<file path="config.mk">
export PLATFORM = sky130hd
export DESIGN_NAME = display_scan_mux_flat
export DESIGN_NICKNAME = d
export VERILOG_FILES = /design/src/rtl/display_scan_mux_if.sv /design/src/rtl/display_scan_mux.sv /design/src/flat_wrapper.sv
export SDC_FILE = /design/constraint.sdc
export NUM_CORES = 1
export LEC_CHECK = 0
export BUFFER_PORTS_ARGS = -buffer_cell sky130_fd_sc_hd__buf_2
export CAP_MARGIN = 15
export CORE_MARGIN = 2
export CORE_UTILIZATION = 30
export DETAILED_ROUTE_END_ITERATION = 7
export GPL_TIMING_DRIVEN = 0
export MAX_ROUTING_LAYER = met4
export PLACE_DENSITY = 0.55
export SYNTH_ARGS = -nofsm -noshare
export SYNTH_HDL_FRONTEND = slang
export SYNTH_SLANG_ARGS = --single-unit
</file>
<file path="constraint.sdc">
create_clock -name clk -period 3.9 [get_ports clk]
set_clock_uncertainty 0.15 [all_clocks]
set_input_delay 0.39 -clock clk [delete_from_list [all_inputs] [get_ports clk]]
set_output_delay 0.39 -clock clk [all_outputs]
set_load 0.01 [all_outputs]
</file>
<file path="src/rtl/display_scan_mux_if.sv">
// Value/control bus for display_scan_mux.
// The master drives value, dp and enable; the slave returns the digit and anode lines.
interface display_scan_mux_if #(
  parameter int NUM_DIGITS = 4
);
  logic [4*NUM_DIGITS-1:0] value_in;
  logic                    value_valid;
  logic [NUM_DIGITS-1:0]   dp_in;
  logic                    enable;
  logic [3:0]              digit_data;
  logic [NUM_DIGITS-1:0]   an;
  logic                    dp_out;
  logic                    frame_done;

  modport master (
    output value_in, value_valid, dp_in, enable,
    input  digit_data, an, dp_out, frame_done
  );

  modport slave (
    input  value_in, value_valid, dp_in, enable,
    output digit_data, an, dp_out, frame_done
  );
endinterface

</file>
<file path="src/rtl/display_scan_mux.sv">
// Scans a packed multi-digit value onto a common-anode display, one digit per slot.
// Ports: clk, reset (sync, active-high), bus (slave): value_in/value_valid/dp_in/enable
// in; digit_data/an/dp_out/frame_done out. an lags digit_data by one clock.
module display_scan_mux #(
  parameter int NUM_DIGITS   = 4,
  parameter int REFRESH_DIV  = 100000,
  parameter int BLANK_CYCLES = 2,
  parameter int LZ_BLANK     = 1
) (
  input logic               clk,
  input logic               reset,
  display_scan_mux_if.slave bus
);
  localparam int IW = (NUM_DIGITS > 1) ? $clog2(NUM_DIGITS) : 1;
  localparam int CW = (REFRESH_DIV > 1) ? $clog2(REFRESH_DIV) : 1;
  localparam int VW = 4 * NUM_DIGITS;
  localparam logic [IW-1:0] LAST_IDX = IW'(NUM_DIGITS - 1);
  localparam logic [CW-1:0] LAST_CNT = CW'(REFRESH_DIV - 1);
  localparam logic [CW-1:0] BLANK_C  = CW'(BLANK_CYCLES);

  logic [CW-1:0]         r_cnt;
  logic [IW-1:0]         r_idx;
  logic [VW-1:0]         r_pend_val;
  logic [NUM_DIGITS-1:0] r_pend_dp;
  logic [VW-1:0]         r_disp_val;
  logic [NUM_DIGITS-1:0] r_disp_dp;
  logic [3:0]            r_digit;
  logic [IW-1:0]         r_s1_idx;
  logic                  r_s1_lit;
  logic                  r_s1_dp;
  logic [NUM_DIGITS-1:0] r_an;
  logic                  r_dp_out;
  logic                  r_frame_done;

  logic                  w_slot_end;
  logic                  w_bound;
  logic [3:0]            w_nib;
  logic                  w_zero;
  logic [NUM_DIGITS-1:0] w_blank;
  logic                  w_lit;

  assign w_slot_end = bus.enable && (r_cnt == LAST_CNT);
  assign w_bound    = w_slot_end && (r_idx == LAST_IDX);
  assign w_nib      = r_disp_val[{r_idx, 2'b00} +: 4];

  // Walk from the most significant digit down; a digit blanks while
  // everything at and above it is zero, unless its dp is requested.
  always_comb begin
    w_zero  = 1'b1;
    w_blank = '0;
    for (int i = NUM_DIGITS - 1; i >= 0; i--) begin
      w_zero     = w_zero & (r_disp_val[4*i +: 4] == 4'h0);
      w_blank[i] = (LZ_BLANK != 0) && (i != 0) && w_zero && !r_disp_dp[i];
    end
  end

  assign w_lit = bus.enable && (r_cnt >= BLANK_C) && !w_blank[r_idx];

  always_ff @(posedge clk) begin
    if (reset) begin
      r_cnt <= '0;
      r_idx <= '0;
    end else if (bus.enable) begin
      if (w_slot_end) begin
        r_cnt <= '0;
        r_idx <= (r_idx == LAST_IDX) ? '0 : r_idx + 1'b1;
      end else begin
        r_cnt <= r_cnt + 1'b1;
      end
    end
  end

  // Pending catches every strobe; display only changes on a frame
  // boundary, taking a same-cycle strobe directly.
  always_ff @(posedge clk) begin
    if (reset) begin
      r_pend_val <= '0;
      r_pend_dp  <= '0;
      r_disp_val <= '0;
      r_disp_dp  <= '0;
    end else begin
      if (bus.value_valid) begin
        r_pend_val <= bus.value_in;
        r_pend_dp  <= bus.dp_in;
      end
      if (w_bound) begin
        r_disp_val <= bus.value_valid ? bus.value_in : r_pend_val;
        r_disp_dp  <= bus.value_valid ? bus.dp_in : r_pend_dp;
      end
    end
  end

  // Stage 1 feeds the decoder; stage 2 drives anodes a clock later
  // so they meet the decoder's registered segment output.
  always_ff @(posedge clk) begin
    if (reset) begin
      r_digit      <= 4'h0;
      r_s1_idx     <= '0;
      r_s1_lit     <= 1'b0;
      r_s1_dp      <= 1'b0;
      r_an         <= '1;
      r_dp_out     <= 1'b1;
      r_frame_done <= 1'b0;
    end else begin
      r_digit      <= w_nib;
      r_s1_idx     <= r_idx;
      r_s1_lit     <= w_lit;
      r_s1_dp      <= r_disp_dp[r_idx];
      r_an         <= r_s1_lit ? ~(NUM_DIGITS'(1) << r_s1_idx) : '1;
      r_dp_out     <= r_s1_lit ? ~r_s1_dp : 1'b1;
      r_frame_done <= w_bound;
    end
  end

  assign bus.digit_data = r_digit;
  assign bus.an         = r_an;
  assign bus.dp_out     = r_dp_out;
  assign bus.frame_done = r_frame_done;
endmodule

</file>
<file path="src/flat_wrapper.sv">
// flat-port wrapper written by rule: the top's interface ports become plain ports
module display_scan_mux_flat 
#(
  parameter int NUM_DIGITS   = 4,
  parameter int REFRESH_DIV  = 100000,
  parameter int BLANK_CYCLES = 2,
  parameter int LZ_BLANK     = 1
)
  (clk, reset, bus_value_in, bus_value_valid, bus_dp_in, bus_enable, bus_digit_data, bus_an, bus_dp_out, bus_frame_done);
  display_scan_mux_if #(.NUM_DIGITS(NUM_DIGITS)) bus_i ();
  input logic clk;
  input logic reset;
  input wire logic [$bits(bus_i.value_in)-1:0] bus_value_in;
  input wire logic [$bits(bus_i.value_valid)-1:0] bus_value_valid;
  input wire logic [$bits(bus_i.dp_in)-1:0] bus_dp_in;
  input wire logic [$bits(bus_i.enable)-1:0] bus_enable;
  output wire logic [$bits(bus_i.digit_data)-1:0] bus_digit_data;
  output wire logic [$bits(bus_i.an)-1:0] bus_an;
  output wire logic [$bits(bus_i.dp_out)-1:0] bus_dp_out;
  output wire logic [$bits(bus_i.frame_done)-1:0] bus_frame_done;
  assign bus_i.value_in = bus_value_in;
  assign bus_i.value_valid = bus_value_valid;
  assign bus_i.dp_in = bus_dp_in;
  assign bus_i.enable = bus_enable;
  assign bus_digit_data = bus_i.digit_data;
  assign bus_an = bus_i.an;
  assign bus_dp_out = bus_i.dp_out;
  assign bus_frame_done = bus_i.frame_done;
  display_scan_mux #(.NUM_DIGITS(NUM_DIGITS), .REFRESH_DIV(REFRESH_DIV), .BLANK_CYCLES(BLANK_CYCLES), .LZ_BLANK(LZ_BLANK)) u_core (.clk(clk), .reset(reset), .bus(bus_i));
endmodule
</file>
# Word-level counts from Yosys, hierarchy flattened
# Index checks and enable logic that the tools add are counted.
[word_totals] reg_bits=73 output_inout_bits=10
[classes] addsub=2 magnitude_cmp=2 eq_ne=2 n_shift=2 mux=8 n_bitwise=5 n_reduce_logical=16
[op_table] cell="$add 17x1->17 const B" count=1
[op_table] cell="$eq 17x17->1 const B" count=1
[op_table] cell="$ge 17x2->1 const B" count=1
[op_table] cell="$mux 17" count=1
[op_table] cell="$mux 16" count=1
[op_table] cell="$shiftx 16x5->4" count=1
[op_table] cell="$logic_not 4->1" count=3
[op_table] cell="$logic_and 1x1->1" count=7
[op_table] cell="$bmux 1 s2" count=2
[op_table] cell="$logic_not 1->1" count=4
[op_table] cell="$mux 4" count=1
[op_table] cell="$not 4->4" count=1
[op_table] cell="$shl 1x2->4 const A" count=1
[op_table] cell="$lt 2x3->1 const B" count=1
[op_table] cell="$add 2x1->2 const B" count=1
[op_table] cell="$and 1x1->1" count=2
[op_table] cell="$eq 2x2->1 const B" count=1
[op_table] cell="$mux 1" count=2
[op_table] cell="$mux 2" count=1
[op_table] cell="$not 1->1" count=2
[op_table] cell="$reduce_and 2->1" count=1
[op_table] cell="$reduce_or 2->1" count=1

# Longest topological paths before layout
# Gate-level depths: netlist of run 1.
[depth] depth_word=8 ltp_mapped=7

# Worst setup path before layout of run 1
# Ideal clock, no wire load.
[synth_timing] path_kind="register -> register" startpoint="register u_core.r_cnt[11]" endpoint="register u_core.r_disp_dp[0]" setup_time_ps=121 t_arrival_ps=2045 required_time_ps=3629 setup_slack_ps=1584 stages_incl_launch_ff=7 n_path_buf=2 synth_period_minus_slack_ps=2316 cell_sequence="dfxtp_1 or4_4 or3_1 buf_6 nor3_4 buf_6 mux2_4"
[synth_via] elab_chain_cells=3
[synth_rtl] element="start, declared" line_no="display_scan_mux.sv:21" text="logic [CW-1:0] r_cnt;"
[synth_rtl] element="start signal, assigned" line_no="display_scan_mux.sv:68" text="r_cnt <= r_cnt + 1'b1;"
[synth_rtl] element="$eq 17x17->1" line_no="display_scan_mux.sv:42" text="assign w_slot_end = bus.enable && (r_cnt == LAST_CNT);"
[synth_rtl] element="$logic_and 1x1->1" line_no="display_scan_mux.sv:42"
[synth_rtl] element="$logic_and 1x1->1" line_no="display_scan_mux.sv:43" text="assign w_bound = w_slot_end && (r_idx == LAST_IDX);"
[synth_rtl] element="end signal, assigned" line_no="display_scan_mux.sv:88" text="r_disp_dp <= bus.value_valid ? bus.dp_in : r_pend_dp;"
[synth_rtl] element="end, declared" line_no="display_scan_mux.sv:26" text="logic [NUM_DIGITS-1:0] r_disp_dp;"
# Every way passes these cells.
# A chain may end at the register's enable or synchronous reset.

# Final worst setup path of run 1
[layout_timing] startpoint="register u_core.r_cnt[11]" endpoint="register u_core.r_disp_val[0]"
[layout_via] elab_chain_cells=3
[layout_rtl] element="$eq 17x17->1" line_no="display_scan_mux.sv:42"
[layout_rtl] element="$logic_and 1x1->1" line_no="display_scan_mux.sv:42"
[layout_rtl] element="$logic_and 1x1->1" line_no="display_scan_mux.sv:43"
[layout_rtl] element="end signal, assigned" line_no="display_scan_mux.sv:87" text="r_disp_val <= bus.value_valid ? bus.value_in : r_pend_val;"
[layout_rtl] element="end, declared" line_no="display_scan_mux.sv:25" text="logic [VW-1:0] r_disp_val;"
# Every way passes these cells.

==> reports/results.ini, run 1 <==
[status]
status = complete, no violations

[drt]
drt_wl_total_microns = 5840
vias_per_cell = 4.42
first_iter_violations = 86
drc = 0
dr.pass1.iters = 4
vias = 2097
ant_nets = 0
wl_per_cell_microns = 12.3

[grt]
antenna_found_initial = 0
grt_usage = 0.122
grt_max_degree = 14
grt_pass1_wl_microns = 10400
grt_overflow_total = 0
grt_pass1_vias = 2111

[hold_path]
hold-path-endpoint = u_core.r_pend_val[13]
hp-start = bus_value_in[13]
hold_path_class = primary input to flop
whs_path_depth = 3

[worst_setup_path]
cp_top_family = simple AND/OR/NAND/NOR gates
r2r_slack_ns = 1.49
required_ns = 3.99
cp-end-kind = flop
path_buf_inv = 2
cpPeakStageDelay_ns = 0.55
path_class = flop to flop
rr_startpoint = u_core.r_cnt[11]
rr_worst_depth = 6
slowest_stage = or4_4
crit_path_max_fanout = 10
critPathLaunchType = flop
timing.rr.end = u_core.r_disp_val[0]
cp_common_cell = buf_6
arrival_ns = 2.50
path_cells = or4_4, or3_1, buf_6, nor3_4, buf_6, mux2_4

[synthesis]
synth_cell_types = 37
dominantRegCellSynth = dfxtp_1
synth_edf_count = 0
synth_area_leader_cell = dfxtp_1
synth_cells = 291
synth_top_area_frac = 0.474
ys_async_sr_fraction = 0
netlist_area_sq_mm = 0.00309
ys_ff_latch = 73
synthTopCellsByArea = dfxtp_1 47%, mux2_4 9.7%, mux2i_1 6.5%
yosysWarningCount = 0
syn_area_per_cell_sq_um = 10.6
synth_nets = 318
synth-seq-area-share = 0.474

[sta]
fin_crit_sh = 0.619
max_freq_ghz = 0.414
report.final.hold_viol_count = 0
final-setup-viol-count = 0
final_max_slew_viol_count = 0
final.setup.tns_ns = 0
worstMarginPinSlew_ns = 0.724
period_minus_slack_ns = 2.41
rsz0062_at_grt = no
slew_headroom = 0.517

[finish]
regArea_sq_mm = 0.00146
syn_to_final_growth_pct = 16.9
layout-drive-gt1-share = 0.249
final_net_count = 360
final_area_sq_mm = 0.00361
diodes = 0
fillers = 1021
layout_common_cells = 73 x dfxtp_1, 37 x nor2_1, 34 x buf_2
final_common_cell = dfxtp_1
multi_input_area_sq_mm = 0.00150
finish.utilization = 0.356

[placed_design]
dp_hpwl_microns = 4260
port_buffers = 31
postPlaceCellArea_sq_mm = 0.00341
gp_congestion = 0.793

[clock_network]
h-tree-depth = 3
cts_tree = yes
clk_path_buf_depth = 2
clock_latency_ns = 0.35
cts_resized = 0
tritoncts_num_sinks = 73
cts-buffers-inserted = 9
cts.clk_slew.worst_paths_ns = 0.08
postCtsSetupRepairBufs = 0
ctsHoldBuffers = 0
clockRootBuffer = clkbuf_8

[floorplanning]
fp-row-count = 37
ios = 34
die_w_microns = 105
die-height_microns = 105
initial_core_util = 0.304
core_region_area_sq_mm = 0.0101
dieArea_sq_mm = 0.0111

[job]
drv_cap = 0

[pwr]
finalPower_mw = 1.41
leakage_nw = 1.40
peakVddDrop_mv = 0.171
p_per_area_mw_per_mm2 = 392

registers in the layout (all words and copies together) (netlist names), 2 cells and up:
name	flops
u_core.r_pend_dp	4
u_core.r_s1_idx	2
u_core.r_disp_dp	4
u_core.r_disp_val	16
u_core.r_pend_val	16
u_core.r_idx	2
u_core.r_cnt	17
u_core.bus.digit_data	4
u_core.bus.an	4
cell usage after synthesis, types with 4 or more instances:
master / number
mux2i_1: 20
mux4_2: 5
nor4_1: 10
nand2_1: 7
mux2_4: 20
nand4_1: 7
o21ai_0: 4
xnor2_1: 9
inv_1: 7
nand3b_1: 4
or3_1: 4
xor2_1: 4
nor2_1: 37
clkbuf_1: 10
nor3_1: 5
nand3_1: 6
nor2b_1: 27
dfxtp_1: 73
per-layer routing:
metal	wire [microns]	vias to the layer above	global-route usage
li1	-	1088	-
met1	3000	962	0.162
met2	2490	38	0.172
met3	253	9	0.0383
met4	105	0	0.0486
met5	0	-	-
metrics by stage:
step | worst slack, ns | hold WS (ns) | std cells
4_1_cts | 1.48 | 0.169 | 474
3_3_place_gp | 1.48 | 0.202 | 458
5_1_grt | 1.40 | 0.181 | 474
6_report | 1.49 | 0.179 | 474
3_5_place_dp | 1.49 | 0.202 | 458
2_1_floorplan | 1.58 | 0.193 | 291
tightest hold or removal path, stage by stage:
cell and delay, ns:
buf_2 0.07, mux2i_1 0.05, nor2_1 0.12
cells by family (layout without fill, tap and decap cells):
| logic type | after synthesis | after routing | synth area share |
|---|---|---|---|
| xor gates and xnor gates | 13 | 13 | 0.0369 |
| DFF | 73 | 73 | 0.474 |
| and+or+nand+nor | 118 | 118 | 0.210 |
| AOI/OAI and AO/OA | 12 | 12 | 0.0251 |
| buffers and inverters | 26 | 73 | 0.0401 |
| adders and majority gates | 3 | 3 | 0.0122 |
| muxes | 46 | 46 | 0.202 |
power by group:
group          leakage, nW  switching, mW  internal, mW
Combinational        0.711         0.0367        0.0274
Sequential           0.593        0.00469         0.759
Clock               0.0929          0.287         0.298
final cells by class:
cell class              instances  area share
multi-input cells             192       0.416
flip-flops and latches         73       0.405
well taps                     136      0.0472
repair buffers                 31      0.0430
clock buffers                  10      0.0354
plain buffers                  19      0.0271
clock inverters                 6      0.0187
inverters                       7     0.00729
worst max path at each step:
stage	start	depth (start not counted)	end	slack, ns
2_1_floorplan	u_core.r_cnt[11]	6	u_core.r_disp_dp[0]	1.58
3_3_place_gp	u_core.r_cnt[11]	6	u_core.r_disp_val[12]	1.48
3_5_place_dp	u_core.r_cnt[11]	6	u_core.r_disp_dp[3]	1.49
4_1_cts	u_core.r_cnt[11]	6	u_core.r_disp_val[0]	1.48
5_1_grt	u_core.r_cnt[11]	6	u_core.r_disp_val[0]	1.40
6_report	u_core.r_cnt[11]	6	u_core.r_disp_val[0]	1.49
Note: power is estimated with default switching activity, not from simulation.
==> run 2: changes to the inputs <==
==> constraint.sdc (replaced) <==
create_clock -name clk -period 2.3 [get_ports clk]
set_clock_uncertainty 0.15 [all_clocks]
set_input_delay 0.23 -clock clk [delete_from_list [all_inputs] [get_ports clk]]
set_output_delay 0.23 -clock clk [all_outputs]
set_load 0.01 [all_outputs]
==> run 2 against run 1 <==
Effect of this change:
- die area unchanged
- core utilization increased by 1.1 points
- first-iteration DRC count decreased by 26%
- sequential cell count unchanged
- power increased by 81%
- largest cell class unchanged
- largest power group unchanged
==> reports/results.ini, run 2 (synthesis gave the netlist of run 1 again) <==
[status]
status = complete, no violations  ; unchanged

[finish]
final_common_cell = dfxtp_1  ; unchanged
largest_reg_flops = 17  ; unchanged
fillers = 1014  ; was 1021
diodes = 0  ; unchanged
layout-drive-gt1-share = 0.281  ; was 0.249
syn_to_final_growth_pct = 20.5  ; was 16.9%
layout_common_cells = 70 x dfxtp_1, 37 x nor2_1, 34 x buf_2  ; was 73 x dfxtp_1, 37 x nor2_1, 34 x buf_2
regArea_sq_mm = 0.00147  ; was 0.00146 sq mm
instances_no_fill = 481  ; was 474
multi_input_area_sq_mm = 0.00151  ; was 0.00150 sq mm
final_net_count = 367  ; was 360
largest-register = u_core.r_cnt  ; unchanged
final_area_sq_mm = 0.00372  ; was 0.00361 sq mm
finish.utilization = 0.367  ; was 0.356
top_regs = u_core.r_cnt: 17 flops, u_core.r_disp_val: 16 flops, u_core.r_pend_val: 16 flops  ; unchanged

[floorplanning]
core_region_area_sq_mm = 0.0101  ; unchanged
ios = 34  ; unchanged
fp-row-count = 37  ; unchanged
dieArea_sq_mm = 0.0111  ; unchanged
die-height_microns = 105  ; unchanged
initial_core_util = 0.304  ; unchanged
die_w_microns = 105  ; unchanged

[worst_setup_path]
required_ns = 2.40  ; was 3.99 ns
path_class = flop to flop  ; unchanged
arrival_ns = 2.37  ; was 2.50 ns
critPathLaunchType = flop  ; unchanged
crit_path_max_fanout = 5  ; was 10
slowest_stage = or4_4  ; unchanged
cpPeakStageDelay_ns = 0.54  ; was 0.55 ns
cp-end-kind = flop  ; unchanged
path_cells = or4_4, or3_4, nor3_4, buf_6, buf_8, mux2_4  ; was or4_4, or3_1, buf_6, nor3_4, buf_6, mux2_4

[drt]
highest_layer = met4  ; unchanged
met3_length_microns = 229  ; was 253 microns
drc = 0  ; unchanged
dr.pass1.iters = 4  ; unchanged
wl_met2_microns = 2740  ; was 2490 microns
first_iter_violations = 64  ; was 86
ant_nets = 0  ; unchanged
vias = 2142  ; was 2097
met1Wirelength_microns = 3090  ; was 3000 microns
drt_wl_total_microns = 6170  ; was 5840 microns
wl_per_cell_microns = 12.8  ; was 12.3 microns
vias_per_cell = 4.45  ; was 4.42

[pwr]
p_seq_frac = 0.508  ; was 0.541
power_switching_share = 0.232  ; about the same
p_per_area_mw_per_mm2 = 686  ; was 392 mW/mm^2
pwr-share-clk = 0.449  ; was 0.414
peakVddDrop_mv = 0.246  ; was 0.171 mV
p_sw_mw = 0.593  ; was 0.328 mW
comb_power_share = 0.043  ; was 0.045
leakage_nw = 1.46  ; was 1.40 nW
power.internal_mw = 1.96  ; was 1.08 mW

[grt]
grt_pass1_wl_microns = 10300  ; was 10400 microns
grt_usage = 0.122  ; about the same
grt_max_degree = 15  ; was 14
antenna_found_initial = 0  ; unchanged
grt_overflow_total = 0  ; unchanged
grt_pass1_vias = 2104  ; was 2111

[sta]
final-setup-viol-count = 0  ; unchanged
final.setup.tns_ns = 0  ; unchanged
worstMarginPinSlew_ns = 0.723  ; was 0.724 ns
rsz0062_at_grt = yes  ; was no
hold_ws_ns = 0.00566  ; was 0.179 ns
period_minus_slack_ns = 2.28  ; was 2.41 ns
max_freq_ghz = 0.439  ; was 0.414 GHz
report.final.hold_viol_count = 0  ; unchanged
fin_crit_sh = 0.990  ; was 0.619
final_max_slew_viol_count = 0  ; unchanged
slew_headroom = 0.518  ; was 0.517

[clock_network]
tritoncts_num_sinks = 73  ; unchanged
clk_path_buf_depth = 2  ; unchanged
cts-buffers-inserted = 9  ; unchanged
cts_tree = yes  ; unchanged
clock_latency_ns = 0.36  ; was 0.35 ns
clockRootBuffer = clkbuf_8  ; unchanged
h-tree-depth = 3  ; unchanged
ctsHoldBuffers = 0  ; unchanged
cts.clk_slew.worst_paths_ns = 0.09  ; was 0.08 ns

[placed_design]
dp_cells = 458  ; unchanged
dp_hpwl_microns = 4340  ; was 4260 microns
gp_congestion = 0.790  ; was 0.793
port_buffers = 31  ; unchanged
postPlaceCellArea_sq_mm = 0.00341  ; about the same

[job]
drv_cap = 0  ; unchanged

[hold_path]
hold_path_class = primary input to flop  ; unchanged

-- run 2: power by group through the flow --
stage	logic, mW	clock network, mW	registers [mW]
after CTS	0.113	1.17	1.29
after global placement	0.110	0	1.32
final	0.110	1.15	1.29
after detailed placement	0.113	0	1.32
after floorplan	0.0718	0	1.32
after global routing	0.126	1.23	1.30
-- run 2: critical path, delay by kind of cell (launching register included) --
family	cells	cell delay, ns
flip-flops	1	0.32
multiplexers	1	0.29
buffers and inverters	2	0.30
AND/OR/NAND/NOR	3	1.11
-- run 2: layer usage --
| layer | vias to the layer above | global-route usage |
|---|---|---|
| met5 | - | - |
| li1 | 1116 | - |
| met4 | 0 | 0.0486 |
| met2 | 33 | 0.183 |
| met3 | 10 | 0.0315 |
| met1 | 983 | 0.156 |
-- run 2: metrics by stage --
step	setup slack (ns)	power [mW]
6_report	0.0223	2.55
5_1_grt	-0.0261	2.65
4_1_cts	-0.00432	2.58
3_5_place_dp	-0.124	1.44
3_3_place_gp	-0.0961	1.43
2_1_floorplan	0.00113	1.39
-- run 2: final cells by class --
type | count | share of cell area
timing repair buffer | 39 | 0.0619
multi-input combinational | 192 | 0.405
clock inverter | 7 | 0.0273
inverter | 7 | 0.00707
clock buffer | 9 | 0.0333
tap | 136 | 0.0458
sequential | 73 | 0.394
buffer | 18 | 0.0252
-- run 2: what timing repair did --
item | 4_1_cts | 5_1_grt
endpoints found under the setup margin | 20 | 21
pin swaps | 1 | 2
setup buffers | 4 | 2
cloned | 2 | 0
resized for setup | 11 | 1
-- run 2: final timing paths --
kind,start,endpoint,slack (ns),cells after the start
max,u_core.r_cnt[14],u_core.r_disp_val[10],0.02,6
min,bus_value_in[13],u_core.r_pend_val[13],0.006,3
max reg2reg,u_core.r_cnt[14],u_core.r_disp_val[10],0.02,6
min reg2reg,u_core.r_s1_dp,u_core.bus.dp_out,0.22,1
